[config.mk]
export PLATFORM = sky130hd
export DESIGN_NAME = tx_symbol_arbiter
export DESIGN_NICKNAME = d
export VERILOG_FILES = /design/src/rtl/tx_symbol_arbiter.sv
export SDC_FILE = /design/constraint.sdc
export NUM_CORES = 1
export LEC_CHECK = 0
export BUFFER_PORTS_ARGS = -buffer_cell sky130_fd_sc_hd__buf_2
export CAP_MARGIN = 0
export CORE_MARGIN = 4
export CORE_UTILIZATION = 45
export DETAILED_ROUTE_END_ITERATION = 8
export PLACE_DENSITY = 0.78
export SYNTH_ARGS = -nofsm -noshare
export SYNTH_HDL_FRONTEND = slang
export SYNTH_SLANG_ARGS = --single-unit
[constraint.sdc]
create_clock -name clk_i -period 4.4 [get_ports clk_i]
set_input_delay 0.88 -clock clk_i [delete_from_list [all_inputs] [get_ports clk_i]]
set_output_delay 0.88 -clock clk_i [all_outputs]
set_load 0.05 [all_outputs]
[src/rtl/tx_symbol_arbiter.sv]
// Slot-based arbiter that merges per-channel sync/async 9-bit symbol FIFOs into one symbol stream.
// One symbol leaves every DIV clocks. Sync traffic takes priority, and idle slots are filled with K_IDLE.
module tx_symbol_arbiter #(
   parameter int         CHANNELS       = 2,
   parameter int         DIV            = 5,
   parameter int         SYNC_HOLD      = 2,
   parameter int         ASYNC_HOLD     = 8,
   parameter logic [8:0] K_IDLE         = 9'h1BC,
   parameter logic [8:0] TIMESTAMP_CODE = 9'h000
) (
   input  logic                    clk_i,
   input  logic                    rst_i,
   input  logic [CHANNELS-1:0]     chan_en_i,
   input  logic [CHANNELS-1:0]     sync_empty_i,
   input  logic [9*CHANNELS-1:0]   sync_data_i,
   output logic [CHANNELS-1:0]     sync_re_o,
   input  logic [CHANNELS-1:0]     async_empty_i,
   input  logic [9*CHANNELS-1:0]   async_data_i,
   output logic [CHANNELS-1:0]     async_re_o,
   output logic [8:0]              sym_o,
   output logic                    sym_stb_o,
   output logic                    grant_sync_o,
   output logic [2:0]              grant_ch_o,
   output logic                    ts_o
);

   typedef enum logic {
      GrantAsync = 1'b0,
      GrantSync  = 1'b1
   } grantClass_e;

   localparam logic [3:0] LastCnt     = 4'(DIV - 1);
   localparam logic [3:0] EmitLoadCnt = 4'(DIV - 2);
   localparam logic [3:0] ReadCnt     = 4'd1;
   localparam logic [3:0] CaptureCnt  = 4'd2;
   localparam logic [3:0] SyncHold    = 4'(SYNC_HOLD);
   localparam logic [3:0] AsyncHold   = 4'(ASYNC_HOLD);

   // Successor of a channel index, wrapping at CHANNELS.
   function automatic logic [2:0] nextCh(input logic [2:0] ch);
      logic [2:0] res;
      res = 3'd0;
      if (int'(ch) < CHANNELS - 1) begin
         res = ch + 3'd1;
      end
      return res;
   endfunction

   // Returns {found, index} of the first set bit at or after start, wrapping modulo CHANNELS.
   function automatic logic [3:0] findFirst(input logic [7:0] avail, input logic [2:0] start);
      logic [3:0] res;
      int         idx;
      res = 4'd0;
      for (int i = CHANNELS - 1; i >= 0; i--) begin
         idx = (int'(start) + i) % CHANNELS;
         if (avail[3'(idx)]) begin
            res = {1'b1, 3'(idx)};
         end
      end
      return res;
   endfunction

   logic [3:0]  cnt_q, cnt_d;
   grantClass_e grantClass_q, grantClass_d;
   logic [2:0]  grantCh_q, grantCh_d;
   logic [2:0]  asyncLast_q, asyncLast_d;
   logic [2:0]  syncRr_q, syncRr_d;
   logic [3:0]  idleCnt_q, idleCnt_d;
   logic [8:0]  pending_q, pending_d;
   logic        readDone_q, readDone_d;
   logic        firstSlot_q, firstSlot_d;
   logic [8:0]  sym_q, sym_d;
   logic        symStb_q, symStb_d;
   logic        ts_q, ts_d;

   logic [7:0]  syncAvail8;
   logic [7:0]  asyncAvail8;
   logic        curAvail;
   logic        doRead;
   logic [7:0]  reOneHot8;
   logic [8:0]  grantData;
   logic [3:0]  syncRrPick;
   logic [3:0]  syncNextPick;
   logic [3:0]  asyncNextPick;

   // A disabled channel looks empty to both the read and the arbitration logic.
   assign syncAvail8  = 8'(~sync_empty_i & chan_en_i);
   assign asyncAvail8 = 8'(~async_empty_i & chan_en_i);
   assign curAvail    = (grantClass_q == GrantSync) ? syncAvail8[grantCh_q] : asyncAvail8[grantCh_q];

   // No reads in the first slot after reset so that the first strobe carries K_IDLE.
   assign doRead    = (cnt_q == ReadCnt) && curAvail && !firstSlot_q;
   assign reOneHot8 = 8'(doRead) << grantCh_q;
   assign sync_re_o  = (grantClass_q == GrantSync)  ? CHANNELS'(reOneHot8) : '0;
   assign async_re_o = (grantClass_q == GrantAsync) ? CHANNELS'(reOneHot8) : '0;

   assign syncRrPick    = findFirst(syncAvail8, syncRr_q);
   assign syncNextPick  = findFirst(syncAvail8, nextCh(grantCh_q));
   assign asyncNextPick = findFirst(asyncAvail8, nextCh(grantCh_q));

   always_comb begin
      grantData = 9'h000;
      for (int c = 0; c < CHANNELS; c++) begin
         if (grantCh_q == 3'(c)) begin
            grantData = (grantClass_q == GrantSync) ? sync_data_i[9*c +: 9] : async_data_i[9*c +: 9];
         end
      end
   end

   always_comb begin
      cnt_d        = (cnt_q == LastCnt) ? 4'd0 : cnt_q + 4'd1;
      grantClass_d = grantClass_q;
      grantCh_d    = grantCh_q;
      asyncLast_d  = asyncLast_q;
      syncRr_d     = syncRr_q;
      idleCnt_d    = idleCnt_q;
      pending_d    = pending_q;
      readDone_d   = doRead;
      firstSlot_d  = firstSlot_q;
      sym_d        = sym_q;
      symStb_d     = 1'b0;
      ts_d         = 1'b0;

      if (cnt_q == LastCnt) begin
         firstSlot_d = 1'b0;
      end

      if (cnt_q == CaptureCnt) begin
         if (readDone_q) begin
            pending_d = grantData;
            idleCnt_d = 4'd0;
         end else begin
            pending_d = K_IDLE;
            if (idleCnt_q != 4'd15) begin
               idleCnt_d = idleCnt_q + 4'd1;
            end
         end
      end

      // Load on the edge before the emit phase, so the strobe is high while cnt == DIV-1.
      if (cnt_q == EmitLoadCnt) begin
         sym_d    = pending_d;
         symStb_d = 1'b1;
         ts_d     = (pending_d == TIMESTAMP_CODE);
      end

      if (cnt_q == LastCnt) begin
         case (grantClass_q)
            GrantAsync: begin
               if (syncAvail8 != 8'd0) begin
                  asyncLast_d  = grantCh_q;
                  grantClass_d = GrantSync;
                  grantCh_d    = syncRrPick[2:0];
                  idleCnt_d    = 4'd0;
               end else if (!curAvail && !(idleCnt_q < AsyncHold) && asyncNextPick[3]) begin
                  grantCh_d = asyncNextPick[2:0];
                  idleCnt_d = 4'd0;
               end
            end
            GrantSync: begin
               if (!curAvail && !(idleCnt_q < SyncHold)) begin
                  syncRr_d  = nextCh(grantCh_q);
                  idleCnt_d = 4'd0;
                  if (syncNextPick[3]) begin
                     grantCh_d = syncNextPick[2:0];
                  end else begin
                     grantClass_d = GrantAsync;
                     grantCh_d    = asyncLast_q;
                  end
               end
            end
            default: begin
               grantClass_d = GrantAsync;
               grantCh_d    = 3'd0;
            end
         endcase
      end
   end

   always_ff @(posedge clk_i or negedge rst_i) begin
      if (!rst_i) begin
         cnt_q        <= 4'd0;
         grantClass_q <= GrantAsync;
         grantCh_q    <= 3'd0;
         asyncLast_q  <= 3'd0;
         syncRr_q     <= 3'd0;
         idleCnt_q    <= 4'd0;
         pending_q    <= K_IDLE;
         readDone_q   <= 1'b0;
         firstSlot_q  <= 1'b1;
         sym_q        <= K_IDLE;
         symStb_q     <= 1'b0;
         ts_q         <= 1'b0;
      end else begin
         cnt_q        <= cnt_d;
         grantClass_q <= grantClass_d;
         grantCh_q    <= grantCh_d;
         asyncLast_q  <= asyncLast_d;
         syncRr_q     <= syncRr_d;
         idleCnt_q    <= idleCnt_d;
         pending_q    <= pending_d;
         readDone_q   <= readDone_d;
         firstSlot_q  <= firstSlot_d;
         sym_q        <= sym_d;
         symStb_q     <= symStb_d;
         ts_q         <= ts_d;
      end
   end

   assign sym_o        = sym_q;
   assign sym_stb_o    = symStb_q;
   assign ts_o         = ts_q;
   assign grant_sync_o = (grantClass_q == GrantSync);
   assign grant_ch_o   = grantCh_q;

endmodule

==> flow_metrics.tcl <==
set metrics [dict create \
    status "completed" \
    clk_pin_slew_worst_paths_ps 80 \
    cts.sinks 38 \
    path_delay_family "simple AND/OR/NAND/NOR gates" \
    synth_xor_area_frac 0.00822 \
    synth-compound-area-share 0.139 \
    initial_core_util 0.476 \
    dr.pass1.iters 4 \
    synth_top_area_frac 0.294 \
    ys_ff_latch 38 \
    rsz0062_at_grt "false" \
    cts-root-buf "clkbuf_8" \
    required_ps 3520 \
    fin_ws_ps 1090 \
    critPathSlowestCell "or3b_1" \
    cp_common_cell "buf_2" \
    die_y_um 76.8 \
    postCtsSetupBuffers 0 \
    async_reset_ff_frac 1.00 \
    post_drt_wl_per_cell_um 16.3 \
    seqPwrFrac 0.343 \
    dp_slack_ps 1090 \
    die_x_um 76.8 \
    fillCellCount 374 \
    clk_path_buf_depth 2 \
    synth_simple_gate_area_frac 0.179 \
    yosysUniqueCellTypes 49 \
    drcViolationCount 0 \
    nets 319 \
    critPathArrivalTime_ps 2430 \
    synth_ff_type "dfrtp_1" \
    min_period_ps 3310 \
    grt_pass1_wl_mm 8.85 \
    synth_top_family_by_area "simple AND/OR/NAND/NOR gates" \
    end_kind "output pin" \
    netlist_area_mm2 0.00213 \
    cp_max_fo 7 \
    syn_to_final_growth_pct 22.3 \
    path_buf_inv 2 \
    gp_congestion 0.862 \
    grt_antenna_before_repair 0 \
    synth_most_common_cell "dfrtp_1" \
    worstMarginPinSlew_ps 801 \
    drv_cap 0 \
    combPwrFrac 0.437 \
    critPathKind "in -> out" \
    cts-resized-gates 0 \
    drt_wl_total_mm 5.25 \
    avgSynthCellArea_um2 10.1 \
    path_cells "buf_2 > or3b_1 > a211oi_1 > o21ai_1 > nor4_1 > buf_2" \
    leakagePower_nw 1.28 \
    pin_count 63 \
    cts-hold-fix-buffers 0 \
    rows 24 \
    via_count 1816 \
    muxShareOfSynthArea 0.141 \
    syn-num-nets 259 \
    min_period_over_period 0.753 \
    synth_cells 210 \
    viasPerCell 5.62 \
    power_frac_clock 0.220 \
    synth_top_cells_by_count "dfrtp_1 (25), mux2i_1 (24), nand2_1 (15), o21ai_0 (15)" \
    clock.fmax_ghz 0.302 \
    p_int_uw 978 \
    core-area_mm2 0.00447 \
    grt_pass1_vias 1904 \
    numCtsBuffers 5 \
    critPathLaunchType "primary input" \
    max_stage_delay_ps 390 \
    synth_edf_count 0 \
    p_sw_uw 689 \
    clock_skew_ps 11.4 \
    slew_violations 0 \
    h-tree-depth 2 \
    drtIter0Drc 133 \
    hold_viol 0 \
    vdd.ir_drop.worst_v 0.000333 \
    synth_area_leaders "dfrtp_1 (29%), dfstp_2 (16%), mux2i_1 (11%)" \
    seq_area_frac_synth 0.454 \
    drt.antenna.violating_nets 0 \
    synth_top_area_cell "dfrtp_1" \
    setup_violations 0 \
    final.setup.tns_ps 0 \
    synth_fa_ha_area_frac 0.0294 \
    grtUsageTotal 0.183 \
    grt-ovfl-total 0 \
    num_antenna_cells 0 \
    dieArea_mm2 0.00590 \
    slew_headroom 0.466 \
    pwr_density_cell_mw_per_mm2 640 \
    cts_tree "done" \
    switching_share 0.413 \
    dp_hpwl_mm 3.79 \
    clk_latency_ps 290 \
    portBuffers 62 \
    hold_class "reg -> reg" \
    drive_above_1_share 0.351 \
    grt_max_degree 39 \
    ys_warn_count 0 \
]
power by group through the flow:
stage               Combinational [mW]  Sequential (mW)  Clock [mW]
floorplan                        0.440            0.710           0
global placement                 0.710            0.571           0
detailed placement               0.729            0.578           0
finish                           0.728            0.573       0.366
CTS                              0.734            0.571       0.367
global route                     0.792            0.591       0.386
worst register-to-register path, stage by stage (launching register included):
cell and delay, ps:
dfrtp_1 400, inv_1 90, ha_1 210, nor3b_1 140
buf_4 190, and2_0 340, a221oi_1 480, nand4_1 150
nor3_1 210
kinds of logic (layout without fill, tap and decap cells):
family | count (synthesis) | after routing
fa+ha+maj | 5 | 5
xor+xnor | 2 | 2
compound gates | 44 | 44
mux | 29 | 29
simple gates | 68 | 68
flops | 38 | 38
buf+inv | 24 | 85
cells in the final DEF, fill, tap and decap left out, drive strengths merged, types with 2 or more instances in the layout:
master	n
buf	64
dfrtp	25
mux2i	24
o21ai	16
nand2	15
inv	13
dfstp	13
nor3	10
nor2	9
o22ai	6
clkbuf	6
nand3	5
ha	5
nor4	5
mux2	5
a21oi	4
nand2b	4
and2	4
nor2b	3
o221ai	3
a22oi	3
nand3b	2
nor3b	2
or2b	2
a31oi	2
a22o	2
nand4	2
bufinv	2
or3b	2
state kept, by name, summed over array words and instances (netlist names):
| register | count |
|---|---|
| asyncLast_q | 3 |
| cnt_q | 4 |
| firstSlot_q | 1 |
| grant_ch_o | 3 |
| grant_sync_o | 1 |
| idleCnt_q | 4 |
| pending_q | 9 |
| readDone_q | 1 |
| sym_o | 9 |
| sym_stb_o | 1 |
| syncRr_q | 1 |
| ts_o | 1 |
layer usage:
layer | routed length (um) | part of all wire | vias to the layer above | GRT usage
li1 | - | - | 880 | -
met1 | 2330 | 0.44 | 885 | 0.237
met2 | 2670 | 0.51 | 47 | 0.307
met3 | 192 | 0.037 | 4 | 0.0457
met4 | 59 | 0.011 | 0 | 0.0453
met5 | 0 | 0 | - | 0
stage by stage:
stage / hold WS, ps / cells / util / total power [mW] / instance area, um^2
5_1_grt: 501 / 323 / 0.582 / 1.77 / 2610
3_5_place_dp: 471 / 315 / 0.550 / 1.31 / 2460
2_1_floorplan: 470 / 210 / - / 1.15 / 2130
6_report: 489 / 323 / 0.582 / 1.67 / 2610
4_1_cts: 489 / 323 / 0.582 / 1.67 / 2610
3_3_place_gp: 468 / 315 / 0.550 / 1.28 / 2460
path summary, 6_finish.rpt:
| kind | start | endpoint | slack, ps | cells after the start |
|---|---|---|---|---|
| worst max-delay path | async_empty_i[0] | sync_re_o[1] | 1090 | 6 |
| worst min-delay path | sym_o[3] | sym_o[3] | 490 | 2 |
| worst max register to register | cnt_q[0] | ts_o | 2090 | 8 |
| worst min register to register | sym_o[3] | sym_o[3] | 490 | 2 |
| max in group asynchronous | rst_i | idleCnt_q[1] | 3210 | 1 |
| min in group asynchronous | rst_i | cnt_q[1] | 680 | 1 |
area by class of cell:
| type | instances | area (um^2) | share of cell area |
|---|---|---|---|
| repair buffers | 64 | 325 | 0.125 |
| clock inverters | 2 | 60.1 | 0.0231 |
| multi-input cells | 148 | 1060 | 0.405 |
| clock buffers | 6 | 82.6 | 0.0317 |
| well taps | 52 | 65.1 | 0.0250 |
| flip-flops and latches | 38 | 967 | 0.371 |
| inverters | 13 | 48.8 | 0.0187 |
Note: power is estimated with default switching activity, not from simulation.
